$ cat src/rtl/axi_slave_pkg.sv
// Shared AXI slave constants and FSM state type.
// Used by the SRAM responder and its interface.
package axi_slave_pkg;

  localparam logic [1:0] RESP_OKAY   = 2'b00;
  localparam logic [1:0] RESP_SLVERR = 2'b10;
  localparam logic [1:0] BURST_INCR  = 2'b01;
  localparam logic [2:0] SIZE_WORD   = 3'b010;

  typedef enum logic [2:0] {
    IDLE,
    RADDR,
    READ,
    WRITE,
    WRESP
  } sram_slv_state_e;

endpackage

$ cat src/rtl/sram_axi_slave_if.sv
// AXI4 slave-port bundle between a bus master and the SRAM responder.
// Only the channel signals the responder uses are carried.
interface sram_axi_slave_if #(
  parameter int ID_W  = 8,
  parameter int LEN_W = 4
);

  logic              ARVALID_S;
  logic              ARREADY_S;
  logic [31:0]       ARADDR_S;
  logic [ID_W-1:0]   ARID_S;
  logic [LEN_W-1:0]  ARLEN_S;
  logic [2:0]        ARSIZE_S;
  logic [1:0]        ARBURST_S;

  logic [ID_W-1:0]   RID_S;
  logic [31:0]       RDATA_S;
  logic [1:0]        RRESP_S;
  logic              RLAST_S;
  logic              RVALID_S;
  logic              RREADY_S;

  logic              AWVALID_S;
  logic              AWREADY_S;
  logic [31:0]       AWADDR_S;
  logic [ID_W-1:0]   AWID_S;
  logic [LEN_W-1:0]  AWLEN_S;
  logic [2:0]        AWSIZE_S;
  logic [1:0]        AWBURST_S;

  logic              WVALID_S;
  logic              WREADY_S;
  logic [31:0]       WDATA_S;
  logic [3:0]        WSTRB_S;
  logic              WLAST_S;

  logic [ID_W-1:0]   BID_S;
  logic [1:0]        BRESP_S;
  logic              BVALID_S;
  logic              BREADY_S;

  modport slave (
    input  ARVALID_S, ARADDR_S, ARID_S, ARLEN_S,
    input  ARSIZE_S, ARBURST_S,
    output ARREADY_S,
    output RID_S, RDATA_S, RRESP_S, RLAST_S, RVALID_S,
    input  RREADY_S,
    input  AWVALID_S, AWADDR_S, AWID_S, AWLEN_S,
    input  AWSIZE_S, AWBURST_S,
    output AWREADY_S,
    input  WVALID_S, WDATA_S, WSTRB_S, WLAST_S,
    output WREADY_S,
    output BID_S, BRESP_S, BVALID_S,
    input  BREADY_S
  );

  modport master (
    output ARVALID_S, ARADDR_S, ARID_S, ARLEN_S,
    output ARSIZE_S, ARBURST_S,
    input  ARREADY_S,
    input  RID_S, RDATA_S, RRESP_S, RLAST_S, RVALID_S,
    output RREADY_S,
    output AWVALID_S, AWADDR_S, AWID_S, AWLEN_S,
    output AWSIZE_S, AWBURST_S,
    input  AWREADY_S,
    output WVALID_S, WDATA_S, WSTRB_S, WLAST_S,
    input  WREADY_S,
    input  BID_S, BRESP_S, BVALID_S,
    output BREADY_S
  );

endinterface

$ cat src/rtl/sram_axi_slave.sv
// AXI4 INCR-burst responder in front of a single-port sync SRAM.
// One transaction at a time; AR/AW arbitrated round-robin.
module sram_axi_slave
  import axi_slave_pkg::*;
#(
  parameter int ID_W    = 8,
  parameter int LEN_W   = 4,
  parameter int SRAM_AW = 14
) (
  input  logic               ACLK,
  input  logic               ARESETn,
  sram_axi_slave_if.slave    axi,
  output logic               CEB,
  output logic               WEB,
  output logic [31:0]        BWEB,
  output logic [SRAM_AW-1:0] A,
  output logic [31:0]        DI,
  input  logic [31:0]        DO
);

  sram_slv_state_e    state_q, state_d;
  logic               last_rd_q, last_rd_d;
  logic [ID_W-1:0]    id_q, id_d;
  logic [LEN_W-1:0]   len_q, len_d;
  logic [LEN_W-1:0]   cnt_q, cnt_d;
  logic [SRAM_AW-1:0] addr_q, addr_d;
  logic               err_q, err_d;

  logic               ar_win;
  logic               aw_win;
  logic               cnt_end;
  logic [SRAM_AW-1:0] addr_inc;
  logic               unused_bits;

  function automatic logic [31:0] strb2bweb(
    input logic [3:0] strb
  );
    logic [31:0] m;
    for (int i = 0; i < 4; i++) begin
      m[8*i +: 8] = {8{~strb[i]}};
    end
    return m;
  endfunction

  // The channel not served last wins a tie.
  assign ar_win = axi.ARVALID_S &
                  (~axi.AWVALID_S | ~last_rd_q);
  assign aw_win = axi.AWVALID_S &
                  (~axi.ARVALID_S | last_rd_q);

  assign cnt_end  = (cnt_q == len_q);
  assign addr_inc = addr_q + SRAM_AW'(1);

  assign axi.RID_S   = id_q;
  assign axi.RRESP_S = RESP_OKAY;
  assign axi.BID_S   = id_q;

  // Size/burst are assumed word/INCR; upper and byte address bits ignored.
  assign unused_bits = ^{axi.ARSIZE_S, axi.ARBURST_S,
                         axi.AWSIZE_S, axi.AWBURST_S,
                         axi.ARADDR_S[31:SRAM_AW+2],
                         axi.ARADDR_S[1:0],
                         axi.AWADDR_S[31:SRAM_AW+2],
                         axi.AWADDR_S[1:0]};

  // Transaction state registers.
  always_ff @(posedge ACLK or negedge ARESETn) begin
    if (!ARESETn) begin
      state_q   <= IDLE;
      last_rd_q <= 1'b0;
      id_q      <= '0;
      len_q     <= '0;
      cnt_q     <= '0;
      addr_q    <= '0;
      err_q     <= 1'b0;
    end else begin
      state_q   <= state_d;
      last_rd_q <= last_rd_d;
      id_q      <= id_d;
      len_q     <= len_d;
      cnt_q     <= cnt_d;
      addr_q    <= addr_d;
      err_q     <= err_d;
    end
  end

  // Next state plus bus and SRAM strobes.
  always_comb begin
    state_d       = state_q;
    last_rd_d     = last_rd_q;
    id_d          = id_q;
    len_d         = len_q;
    cnt_d         = cnt_q;
    addr_d        = addr_q;
    err_d         = err_q;
    axi.ARREADY_S = 1'b0;
    axi.AWREADY_S = 1'b0;
    axi.WREADY_S  = 1'b0;
    axi.RVALID_S  = 1'b0;
    axi.RDATA_S   = '0;
    axi.RLAST_S   = 1'b0;
    axi.BVALID_S  = 1'b0;
    axi.BRESP_S   = RESP_OKAY;
    CEB           = 1'b1;
    WEB           = 1'b1;
    BWEB          = '1;
    A             = addr_q;
    DI            = '0;
    unique case (state_q)
      IDLE: begin
        axi.ARREADY_S = ~aw_win;
        axi.AWREADY_S = ~ar_win;
        if (ar_win) begin
          id_d      = axi.ARID_S;
          len_d     = axi.ARLEN_S;
          addr_d    = axi.ARADDR_S[SRAM_AW+1:2];
          cnt_d     = '0;
          last_rd_d = 1'b1;
          state_d   = RADDR;
        end else if (aw_win) begin
          id_d      = axi.AWID_S;
          len_d     = axi.AWLEN_S;
          addr_d    = axi.AWADDR_S[SRAM_AW+1:2];
          cnt_d     = '0;
          err_d     = 1'b0;
          last_rd_d = 1'b0;
          state_d   = WRITE;
        end
      end
      RADDR: begin
        CEB     = 1'b0;
        state_d = READ;
      end
      READ: begin
        axi.RVALID_S = 1'b1;
        axi.RDATA_S  = DO;
        axi.RLAST_S  = cnt_end;
        if (axi.RREADY_S) begin
          if (cnt_end) begin
            state_d = IDLE;
          end else begin
            CEB    = 1'b0;
            A      = addr_inc;
            addr_d = addr_inc;
            cnt_d  = cnt_q + LEN_W'(1);
          end
        end
      end
      WRITE: begin
        axi.WREADY_S = 1'b1;
        if (axi.WVALID_S) begin
          CEB    = 1'b0;
          WEB    = 1'b0;
          DI     = axi.WDATA_S;
          BWEB   = strb2bweb(axi.WSTRB_S);
          addr_d = addr_inc;
          cnt_d  = cnt_q + LEN_W'(1);
          if (axi.WLAST_S != cnt_end) begin
            err_d = 1'b1;
          end
          if (axi.WLAST_S || cnt_end) begin
            state_d = WRESP;
          end
        end
      end
      WRESP: begin
        axi.BVALID_S = 1'b1;
        axi.BRESP_S  = err_q ? RESP_SLVERR : RESP_OKAY;
        if (axi.BREADY_S) begin
          state_d = IDLE;
        end
      end
      default: state_d = IDLE;
    endcase
  end

endmodule

$ cat src/flat_wrapper.sv
// flat-port wrapper written by rule: the top's interface ports become plain ports
module sram_axi_slave_flat import axi_slave_pkg::*;
#(
  parameter int ID_W    = 8,
  parameter int LEN_W   = 4,
  parameter int SRAM_AW = 14
)
  (ACLK, ARESETn, CEB, WEB, BWEB, A, DI, DO, axi_ARVALID_S, axi_ARADDR_S, axi_ARID_S, axi_ARLEN_S, axi_ARSIZE_S, axi_ARBURST_S, axi_ARREADY_S, axi_RID_S, axi_RDATA_S, axi_RRESP_S, axi_RLAST_S, axi_RVALID_S, axi_RREADY_S, axi_AWVALID_S, axi_AWADDR_S, axi_AWID_S, axi_AWLEN_S, axi_AWSIZE_S, axi_AWBURST_S, axi_AWREADY_S, axi_WVALID_S, axi_WDATA_S, axi_WSTRB_S, axi_WLAST_S, axi_WREADY_S, axi_BID_S, axi_BRESP_S, axi_BVALID_S, axi_BREADY_S);
  sram_axi_slave_if #(.ID_W(ID_W), .LEN_W(LEN_W)) axi_i ();
  input  logic ACLK;
  input  logic ARESETn;
  output logic CEB;
  output logic WEB;
  output logic [31:0] BWEB;
  output logic [SRAM_AW-1:0] A;
  output logic [31:0] DI;
  input  logic [31:0] DO;
  input wire logic [$bits(axi_i.ARVALID_S)-1:0] axi_ARVALID_S;
  input wire logic [$bits(axi_i.ARADDR_S)-1:0] axi_ARADDR_S;
  input wire logic [$bits(axi_i.ARID_S)-1:0] axi_ARID_S;
  input wire logic [$bits(axi_i.ARLEN_S)-1:0] axi_ARLEN_S;
  input wire logic [$bits(axi_i.ARSIZE_S)-1:0] axi_ARSIZE_S;
  input wire logic [$bits(axi_i.ARBURST_S)-1:0] axi_ARBURST_S;
  output wire logic [$bits(axi_i.ARREADY_S)-1:0] axi_ARREADY_S;
  output wire logic [$bits(axi_i.RID_S)-1:0] axi_RID_S;
  output wire logic [$bits(axi_i.RDATA_S)-1:0] axi_RDATA_S;
  output wire logic [$bits(axi_i.RRESP_S)-1:0] axi_RRESP_S;
  output wire logic [$bits(axi_i.RLAST_S)-1:0] axi_RLAST_S;
  output wire logic [$bits(axi_i.RVALID_S)-1:0] axi_RVALID_S;
  input wire logic [$bits(axi_i.RREADY_S)-1:0] axi_RREADY_S;
  input wire logic [$bits(axi_i.AWVALID_S)-1:0] axi_AWVALID_S;
  input wire logic [$bits(axi_i.AWADDR_S)-1:0] axi_AWADDR_S;
  input wire logic [$bits(axi_i.AWID_S)-1:0] axi_AWID_S;
  input wire logic [$bits(axi_i.AWLEN_S)-1:0] axi_AWLEN_S;
  input wire logic [$bits(axi_i.AWSIZE_S)-1:0] axi_AWSIZE_S;
  input wire logic [$bits(axi_i.AWBURST_S)-1:0] axi_AWBURST_S;
  output wire logic [$bits(axi_i.AWREADY_S)-1:0] axi_AWREADY_S;
  input wire logic [$bits(axi_i.WVALID_S)-1:0] axi_WVALID_S;
  input wire logic [$bits(axi_i.WDATA_S)-1:0] axi_WDATA_S;
  input wire logic [$bits(axi_i.WSTRB_S)-1:0] axi_WSTRB_S;
  input wire logic [$bits(axi_i.WLAST_S)-1:0] axi_WLAST_S;
  output wire logic [$bits(axi_i.WREADY_S)-1:0] axi_WREADY_S;
  output wire logic [$bits(axi_i.BID_S)-1:0] axi_BID_S;
  output wire logic [$bits(axi_i.BRESP_S)-1:0] axi_BRESP_S;
  output wire logic [$bits(axi_i.BVALID_S)-1:0] axi_BVALID_S;
  input wire logic [$bits(axi_i.BREADY_S)-1:0] axi_BREADY_S;
  assign axi_i.ARVALID_S = axi_ARVALID_S;
  assign axi_i.ARADDR_S = axi_ARADDR_S;
  assign axi_i.ARID_S = axi_ARID_S;
  assign axi_i.ARLEN_S = axi_ARLEN_S;
  assign axi_i.ARSIZE_S = axi_ARSIZE_S;
  assign axi_i.ARBURST_S = axi_ARBURST_S;
  assign axi_ARREADY_S = axi_i.ARREADY_S;
  assign axi_RID_S = axi_i.RID_S;
  assign axi_RDATA_S = axi_i.RDATA_S;
  assign axi_RRESP_S = axi_i.RRESP_S;
  assign axi_RLAST_S = axi_i.RLAST_S;
  assign axi_RVALID_S = axi_i.RVALID_S;
  assign axi_i.RREADY_S = axi_RREADY_S;
  assign axi_i.AWVALID_S = axi_AWVALID_S;
  assign axi_i.AWADDR_S = axi_AWADDR_S;
  assign axi_i.AWID_S = axi_AWID_S;
  assign axi_i.AWLEN_S = axi_AWLEN_S;
  assign axi_i.AWSIZE_S = axi_AWSIZE_S;
  assign axi_i.AWBURST_S = axi_AWBURST_S;
  assign axi_AWREADY_S = axi_i.AWREADY_S;
  assign axi_i.WVALID_S = axi_WVALID_S;
  assign axi_i.WDATA_S = axi_WDATA_S;
  assign axi_i.WSTRB_S = axi_WSTRB_S;
  assign axi_i.WLAST_S = axi_WLAST_S;
  assign axi_WREADY_S = axi_i.WREADY_S;
  assign axi_BID_S = axi_i.BID_S;
  assign axi_BRESP_S = axi_i.BRESP_S;
  assign axi_BVALID_S = axi_i.BVALID_S;
  assign axi_i.BREADY_S = axi_BREADY_S;
  sram_axi_slave #(.ID_W(ID_W), .LEN_W(LEN_W), .SRAM_AW(SRAM_AW)) u_core (.ACLK(ACLK), .ARESETn(ARESETn), .axi(axi_i), .CEB(CEB), .WEB(WEB), .BWEB(BWEB), .A(A), .DI(DI), .DO(DO));
endmodule
$ cat config.mk
export PLATFORM = sky130hd
export DESIGN_NAME = sram_axi_slave_flat
export DESIGN_NICKNAME = d
export VERILOG_FILES = /design/src/rtl/axi_slave_pkg.sv /design/src/rtl/sram_axi_slave_if.sv /design/src/rtl/sram_axi_slave.sv /design/src/flat_wrapper.sv
export SDC_FILE = /design/constraint.sdc
export NUM_CORES = 1
export LEC_CHECK = 0
export CORE_AREA = 2 2 122 124
export DETAILED_ROUTE_END_ITERATION = 8
export DIE_AREA = 0 0 124 126
export SLEW_MARGIN = 20
export SYNTH_ARGS = -nofsm -noshare
export SYNTH_HDL_FRONTEND = slang
export SYNTH_SLANG_ARGS = --single-unit
$ cat constraint.sdc
create_clock -name ACLK -period 2.7 [get_ports ACLK]
set_input_delay 0.54 -clock ACLK [delete_from_list [all_inputs] [get_ports ACLK]]
set_output_delay 0.54 -clock ACLK [all_outputs]
set_load 0.05 [all_outputs]
After elaboration in Yosys (flattened, before gate mapping) --
Cells that the tools add are included.
Cells by class: bitwise operators 13, $add $sub $neg 2, reduce and logical (&&, ||, !) cells 10, equal/unequal tests 16, muxes and demuxes 49
Operator list (number):
- 32-bit 2-to-1 mux | 5
- 14-bit 2-to-1 mux | 6
- 14-bit one-hot mux with 3 select lines | 1
- 4-bit 2-to-1 mux | 7
- 3-bit 2-to-1 mux | 7
- 8-bit 2-to-1 mux | 2
- 1-bit 2-to-1 mux | 15
- 3-bit one-hot mux with 5 select lines | 1
- 14-bit by 1-bit adder with 14-bit output (second input constant) | 1
- 4-bit one-hot mux with 3 select lines | 1
- 2-bit != test (second input constant) | 5
- 5-bit AND reduction | 2
- 1-bit inverter | 9
- 2-bit by 1-bit != test with 1-bit output (second input constant) | 4
- 3-bit by 2-bit equality test with 1-bit output (second input constant) | 2
- 6-bit AND reduction | 1
- 4-bit by 1-bit adder with 4-bit output (second input constant) | 1
- 4-bit equality test | 1
- 2-bit 2-to-1 mux | 2
- 2-bit nonzero test | 2
- 3-bit by 1-bit equality test with 1-bit output (second input constant) | 1
- 3-bit equality test (second input constant) | 1
- 3-bit zero test | 1
- 3-bit by 1-bit != test with 1-bit output (second input constant) | 1
- 9 further kinds | 11
Word-level totals: word-level logic and storage cells 97, output and inout bits 138, flip-flop bits (word level) 35, input bits 174

Logic depth before layout (Yosys ltp) --
Gate-level depths: netlist (run 1).
depth after elaboration 6, gate-level depth with buffers 8, depth with buffers taken out 7

Worst setup path before layout (run 1) --
No wires, ideal clock.
path kind register to output, start point register u_core.state_q[0], end point output port axi_BRESP_S[1], arrival time 2442 ps, required time 2160 ps, path slack -282 ps, buffers on the path 1, cell stages (with the launch flop) 4, cells stage by stage dfrtp_1 -> clkbuf_1 -> nor3b_1 -> and2_1
On the way: longest elaborated chain between the ends 2
RTL lines:
- from (decl) | RTL line sram_axi_slave.sv:21 | sram_slv_state_e state_q, state_d;
- from (signal assigned) | RTL line sram_axi_slave.sv:77 | state_q <= state_d;
- 3-bit equality test | RTL line sram_axi_slave.sv:109 | unique case (state_q)
- 2-bit 2-to-1 mux | RTL line sram_axi_slave.sv:109
- to (decl) | RTL line flat_wrapper.sv:44 | output wire logic [$bits(axi_i.BRESP_S)-1:0] axi_BRESP_S;
Every way passes these cells.

Worst setup path after layout (run 1) --
start point register u_core.cnt_q[0], end point output port A[3]
On the way: longest elaborated chain between the ends 4
RTL lines:
- from (decl) | RTL line sram_axi_slave.sv:25 | logic [LEN_W-1:0] cnt_q, cnt_d;
- from (signal assigned) | RTL line sram_axi_slave.sv:81 | cnt_q <= cnt_d;
- 4-bit equality test | RTL line sram_axi_slave.sv:51 | assign cnt_end = (cnt_q == len_q);
- 14-bit 2-to-1 mux (2 in a row)
- 14-bit 2-to-1 mux | RTL line sram_axi_slave.sv:109
- to (decl) | RTL line flat_wrapper.sv:15 | output logic [SRAM_AW-1:0] A;
Every way passes these cells.

==> metrics.txt, run 1 <==
CTS buffer count=5; GPL Wtd Cong=~0.85; Final Slew Violations=0; final worst slack=around 0.10 ns; initial drt markers=210; Area Overhead vs Synth=112.8%; initial antenna violation count=1; Syn Area/Cell=7.818 sq um; worst hold path type=flip-flop to flip-flop; register area share after synthesis=around 27%; Slew @ Worst Pin=between 0.5 and 0.6 ns; Power Density=roughly 1200 nW/um^2; critical path fanouts, max=5; Max VDD drop=about 0.62 mV; hpwl dp=between 10,000 and 15,000 microns; Total GRT Usage=between 15 and 20%; GRT overflow=0; Synth async-reset ratio=between 90% and 100%; CP Class=flip-flop to output port; Hold Vio Cnt, Final=0; global-route wire length before repair=20,480 microns; Finished Cell Area=~6800 sq um; Via density=between 4 and 5; clk sink count=35; Yosys reg bits=35; RSZ-0062 raised after global routing=no; Mapped Cells=~410; nature of the critical path startpoint=flip-flop; post-placement cell area=between 6000 and 7000 sq um; Final nets=just over 800; WP data required=2.16 ns; clk buf depth=2; per-cell routed wire length=between 15 and 20 microns; Leak Pwr=roughly 2.9 nW; CTS tree=done; core area=between 10,000 and 15,000 sq um; Final period util=96.14%; Rel. slew slack=between 60% and 70%; Cell variety after synth=53; layout cells sized above 1=27.54%; setup TNS=0 ns; H-Tree Depth=2; final core occ=between 40% and 50%; number of port buffers=between 200 and 300; Cell Rows=44; antenna-violating nets left=0; DP Worst Slack=-0.06502 ns; Initial Util=22.45%; crit end category=output port; via count=between 3k and 4k; die area=approximately 16,000 sq um; largest net degree at the start of global routing=38; post-layout minimum cycle time=~2.6 ns; Fmax=385.2 MHz; max cap viols=0; status=complete, no violations; Ys Warns=0; Pre-antenna DRT Iters=5; Remaining DRCs=0; die span in y=~130 microns; Ports=between 300 and 400; Arr. time, crit path=a little over 2 ns; root buf cell=clkbuf_16; clk_skew=about 0.006 ns; final setup vio count=0; clock-pin slew on the worst setup and hold paths=~0.06 ns; Post-Syn Area=approximately 3200 sq um; chip width=between 100 and 150 microns; final WL=between 10,000 and 15,000 microns; clock latency on the worst-skew pair=around 0.28 ns; predominant post-synthesis flop cell=dfrtp_1; vias in the first global route=~3.9k; number of flops mapped to enable cells by yosys=0
-- final timing paths --
| kind | start | endpoint | slack (ns) | cells past startpoint |
|---|---|---|---|---|
| min in group asynchronous | ARESETn | u_core.axi.BID_S[4] | 0.70 | 2 |
| hold / removal | u_core.axi.BID_S[2] | u_core.axi.BID_S[2] | 0.51 | 2 |
| max in group asynchronous | ARESETn | u_core.addr_q[2] | 1.65 | 2 |
| setup reg to reg | u_core.state_q[1] | u_core.addr_q[0] | 0.69 | 7 |
| setup / recovery | u_core.cnt_q[0] | A[3] | 0.10 | 8 |
| hold reg to reg | u_core.axi.BID_S[2] | u_core.axi.BID_S[2] | 0.51 | 2 |
-- routing by layer --
layer  GRT usage (%)  vias up  wire length, microns
met4           3.239        0                   151
li1                -     1826                     -
met5               0        -                     0
met2           29.35      204                  6636
met3           5.480       14                  1362
met1           19.19     1746                  4833
-- layout by cell type, fill, tap and decap left out, types with 4 or more instances in the layout --
cell             instances
clkdlybuf4s50_1        142
buf_12                  82
buf_4                   67
and2_1                  66
nand2_1                 42
dfrtp_1                 33
o21ai_0                 30
nor2_1                  22
mux2i_1                 22
a21oi_1                 15
xnor2_1                 14
nand3_1                 12
inv_1                    8
clkbuf_16                5
and3_1                   4
xor2_1                   4
nor3_1                   4
nor2b_1                  4
a211oi_1                 4
a31oi_1                  4
-- registers in the layout (all words and copies together) (netlist names) --
signal            count
u_core.addr_q        14
u_core.axi.BID_S      8
u_core.cnt_q          4
u_core.err_q          1
u_core.last_rd_q      1
u_core.len_q          4
u_core.state_q        3
-- synthesized netlist by cell type, types with 4 or more instances --
master | instances | share of area (%)
and2_1 | 66 | 13
nand2_1 | 42 | 4.9
buf_4 | 41 | 9.6
dfrtp_1 | 35 | 27
o21ai_0 | 30 | 4.7
nor2_1 | 23 | 2.7
mux2i_1 | 22 | 6.9
xnor2_1 | 16 | 4.4
a21oi_1 | 15 | 2.3
clkbuf_1 | 15 | 1.8
nand3_1 | 12 | 1.9
inv_1 | 9 | 1.1
and3_1 | 6 | 1.2
xor2_1 | 5 | 1.4
a211oi_1 | 4 | 0.93
a31oi_1 | 4 | 0.78
buf_2 | 4 | 0.62
nand2b_1 | 4 | 0.78
nor2b_1 | 4 | 0.78
nor3_1 | 4 | 0.62
-- metrics by stage --
step           std cells  power [mW]  hold slack, ns
6_report             835       8.382          0.5078
5_1_grt              835       8.863          0.5395
4_1_cts              834       8.425          0.5162
3_5_place_dp         826       7.762          0.4999
3_3_place_gp         826       7.692          0.4808
2_1_floorplan        413       4.863          0.2444
-- timing repair --
item / CTS / global route
cloned: 0 / 0
resized for setup: 5 / 5
endpoints found under the setup margin: 7 / 22
endpoints found under the hold margin: 0 / 0
hold buffers: 0 / 0
buffers inserted: 0 / 0
pin swaps: 2 / 0
-- critical path: stages (launching register included) --
cell     delay, ns
dfrtp_1       0.43
xnor2_1       0.19
a41o_1        0.28
nor2_2        0.16
buf_6         0.14
nand2_1       0.09
xnor2_2       0.21
buf_4         0.15
buf_12        0.12
-- logic make-up (layout without fill, tap and decap cells) --
family                   Yosys count  in the layout  synth area share [%]
buffers and inverters             74            311                 14.33
other                              1              4                0.1167
XOR/XNOR                          21             21                 5.724
AND/OR/NAND/NOR                  174            174                 28.43
multiplexers                      25             25                 7.905
adder cells (fa/ha/maj)            3              3                 1.168
AO/OA/AOI/OAI                     78             78                 15.07
flip-flops                        35             35                 27.26
-- area by class of cell --
cell class              count  area, sq um
diodes                      1        2.502
well taps                 184        230.2
multi-input cells         304         1942
flip-flops and latches     35        878.3
inverters                  10        37.54
repair buffers            293         3586
fillers                  1345         7477
clock inverters             1        7.507
clock buffers               7        152.6
-- report_power, final --
group          internal (mW)  leakage (nW)  total (mW)  switching [mW]
combinational           2.82          2.39        6.68            3.86
clock                  0.392        0.0761       0.614           0.222
sequential             0.778         0.429        1.09           0.310
Note: power is estimated with default switching activity, not from simulation.
==> run 2, diff against run 1 <==
PLACE_DENSITY = 0.73   (was default)
==> run 2 against run 1 <==
Against the previous run:
- register-to-register slack worse by 0.12 ns
- die area unchanged
- worst hold slack worse by 0.15 ns
- clock skew rose by 0.00055 ns
- combinational power decreased by 1%
==> metrics.txt, run 2 (synthesis results as in run 1) <==
status=complete, no violations; commonest cells after routing, fill and taps aside=clkdlybuf4s50_1, buf_12, and2_1; initial antenna violation count=0 (-1); Leak Pwr=2.903 nW (+0.38%); largest net degree at the start of global routing=38 (unchanged); via count=3,698 (-2.4%); critical path's largest stage delay=0.43 ns (about the same); storage element area=878.3 sq um (unchanged); Power Density=1215 nW/um^2 (-0.90%); Ports=312 (unchanged); GPL Wtd Cong=0.8617 (+1.9%); sw frac=52.54% (+0.16 points); clock latency on the worst-skew pair=0.29 ns (about the same); GRT overflow=0 (unchanged); CTS buffer count=5 (unchanged); CP Class=flip-flop to output port; root buf cell=clkbuf_16; max cap viols=0 (unchanged); Remaining DRCs=0 (unchanged); fin cells=829 (-0.72%); Net Switching=4.361 mW (-0.67%); area used by multi-input combinational logic=1959 sq um (+0.90%); Arr. time, crit path=2.04 ns (-0.02 ns); Largest register FFs=14 (unchanged); final setup vio count=0 (unchanged); WP data required=2.16 ns (about the same); die span in y=126 microns (unchanged); clk sink count=35 (unchanged); hpwl dp=10,570 microns (-1.9%); clk buf depth=2 (unchanged); per-cell routed wire length=15.59 microns (+0.24%); clk_skew=0.006509 ns (+0.0005506 ns); Fmax=387.3 MHz (+0.53%); Most flops, register=u_core.addr_q; RSZ-0062 raised after global routing=no; Worst R2R Start=u_core.cnt_q[1]; # diodes=0 (-1); antenna-violating nets left=0 (unchanged); CP Cell Sequence=xnor2_1 -> a41o_1 -> nor2_2 -> buf_4 -> nand2_1 -> xnor2_1 -> buf_12; Max VDD drop=0.8300 mV (+33%); Hold Vio Cnt, Final=0 (unchanged); post-layout minimum cycle time=2.582 ns (-0.01379 ns); number of port buffers=262 (unchanged); crit end category=output port; final WL=12,920 microns (-0.49%); Area Overhead vs Synth=112.6% (about the same); Worst Setup SP=u_core.cnt_q[0]; setup TNS=0 ns (unchanged); Crit path top cell by count=xnor2_1; post-placement cell area=6634 sq um (-0.23%); vias in the first global route=3,550 (-8.9%); critical path fanouts, max=5 (unchanged); Final nets=822 (-0.48%); CTS tree=done; global-route wire length before repair=19,520 microns (-4.7%); commonest non-fill, non-tap cell in the layout=clkdlybuf4s50_1; Comb pwr share=79.7% (about the same); layout cells sized above 1=26.98% (-0.56 points); Final Slew Violations=0 (unchanged); Finished Cell Area=6832 sq um (about the same); H-Tree Depth=2 (unchanged); chip width=124 microns (unchanged); Cell Rows=44 (unchanged); Via density=4.461 (-1.7%); Total GRT Usage=16.16% (-0.34 points); share of total power in the clock network=7.0% (-0.3 points); Initial Util=22.45% (unchanged); nature of the critical path startpoint=flip-flop; clock-pin slew on the worst setup and hold paths=0.06 ns (about the same); Fillers=1,329 (-1.2%); initial drt markers=225 (+7.1%); final core occ=47.73% (about the same); Pre-antenna DRT Iters=4 (-1); core area=14,310 sq um (unchanged); slowest stage cell, crit path=dfrtp_1; Final period util=95.63% (-0.51 points); Reg power frac=13.4% (+0.4 points); internal power=3.939 mW (-1.3%); placed cells=821 (-0.61%); worst hold path type=primary input to asynchronous set/reset pin; Slew @ Worst Pin=0.8249 ns (+0.2716 ns); total power=8.301 mW (-0.97%); Rel. slew slack=45.01% (-18 points); die area=15,620 sq um (unchanged)
## run 2: changes by cell type in the layout (fill, tap and decap cells not counted), sizes merged
| cell | before | now |
|---|---|---|
| clkinv | 0 | 1 |
| buf | 150 | 146 |
| dlygate4sd2 | 1 | 0 |
| clkbuf | 7 | 6 |
| dlymetal6s2s | 0 | 1 |
| clkinvlp | 1 | 0 |
| diode | 1 | 0 |
## run 2: power by group through the flow
stage / clock network, mW / logic, mW / registers, mW
6_report: 0.579 / 6.61 / 1.11
4_1_cts: 0.594 / 6.62 / 1.09
5_1_grt: 0.609 / 6.97 / 1.15
3_3_place_gp: 0 / 6.54 / 1.09
3_5_place_dp: 0 / 6.59 / 1.10
2_1_floorplan: 0 / 3.69 / 1.17
## run 2: what timing repair did
| action | CTS | global route |
|---|---|---|
| setup endpoints to repair | 6 | 21 |
| setup buffers | 0 | 1 |
| gates cloned | 0 | 0 |
| pin swaps | 1 | 2 |
| hold buffers | 0 | 0 |
| gates resized for setup | 2 | 9 |
## run 2: path summary, 6_finish.rpt
kind / to / slack, ns / cells after the start
setup / recovery: A[2] / 0.12 / 7
hold / removal: u_core.cnt_q[1] / 0.36 / 1
setup reg to reg: u_core.addr_q[8] / 0.57 / 7
hold reg to reg: u_core.cnt_q[3] / 0.49 / 1
max in group asynchronous: u_core.addr_q[2] / 1.77 / 1
min in group ACLK: u_core.cnt_q[3] / 0.49 / 1
## run 2: area by class of cell
type	count	share of cell area, %
repair buffers	289	52.44
multi-input cells	304	28.68
flip-flops and latches	35	12.86
well taps	184	3.370
clock buffers	6	2.033
inverters	10	0.5495
clock inverters	1	0.07326
## run 2: metrics by stage
step / setup slack [ns] / hold WS (ns)
final: 0.1179 / 0.3567
after global routing: 0.01066 / 0.4339
after CTS: 0.01244 / 0.3869
after detailed placement: -0.07129 / 0.4894
after global placement: -0.02449 / 0.4791
after floorplan: 0.008515 / 0.2444
## run 2: critical path: cells and delay by family, from the launching register on
kind	cells	cell delay, ns
AO/OA/AOI/OAI	1	0.30
AND/OR/NAND/NOR	2	0.22
buffers and inverters	2	0.33
XOR/XNOR	2	0.46
flip-flops	1	0.43
## run 2: metal layers
layer  global-route usage, %  part of all wire [%]  vias up  wire (microns)
li1                        -                     -     1815               -
met1                   20.65                    39     1696            4995
met2                   27.73                    51      175            6618
met3                   3.714                   9.0       12            1165
met4                   3.305                   1.1        0             140
met5                       0                     0        -               0
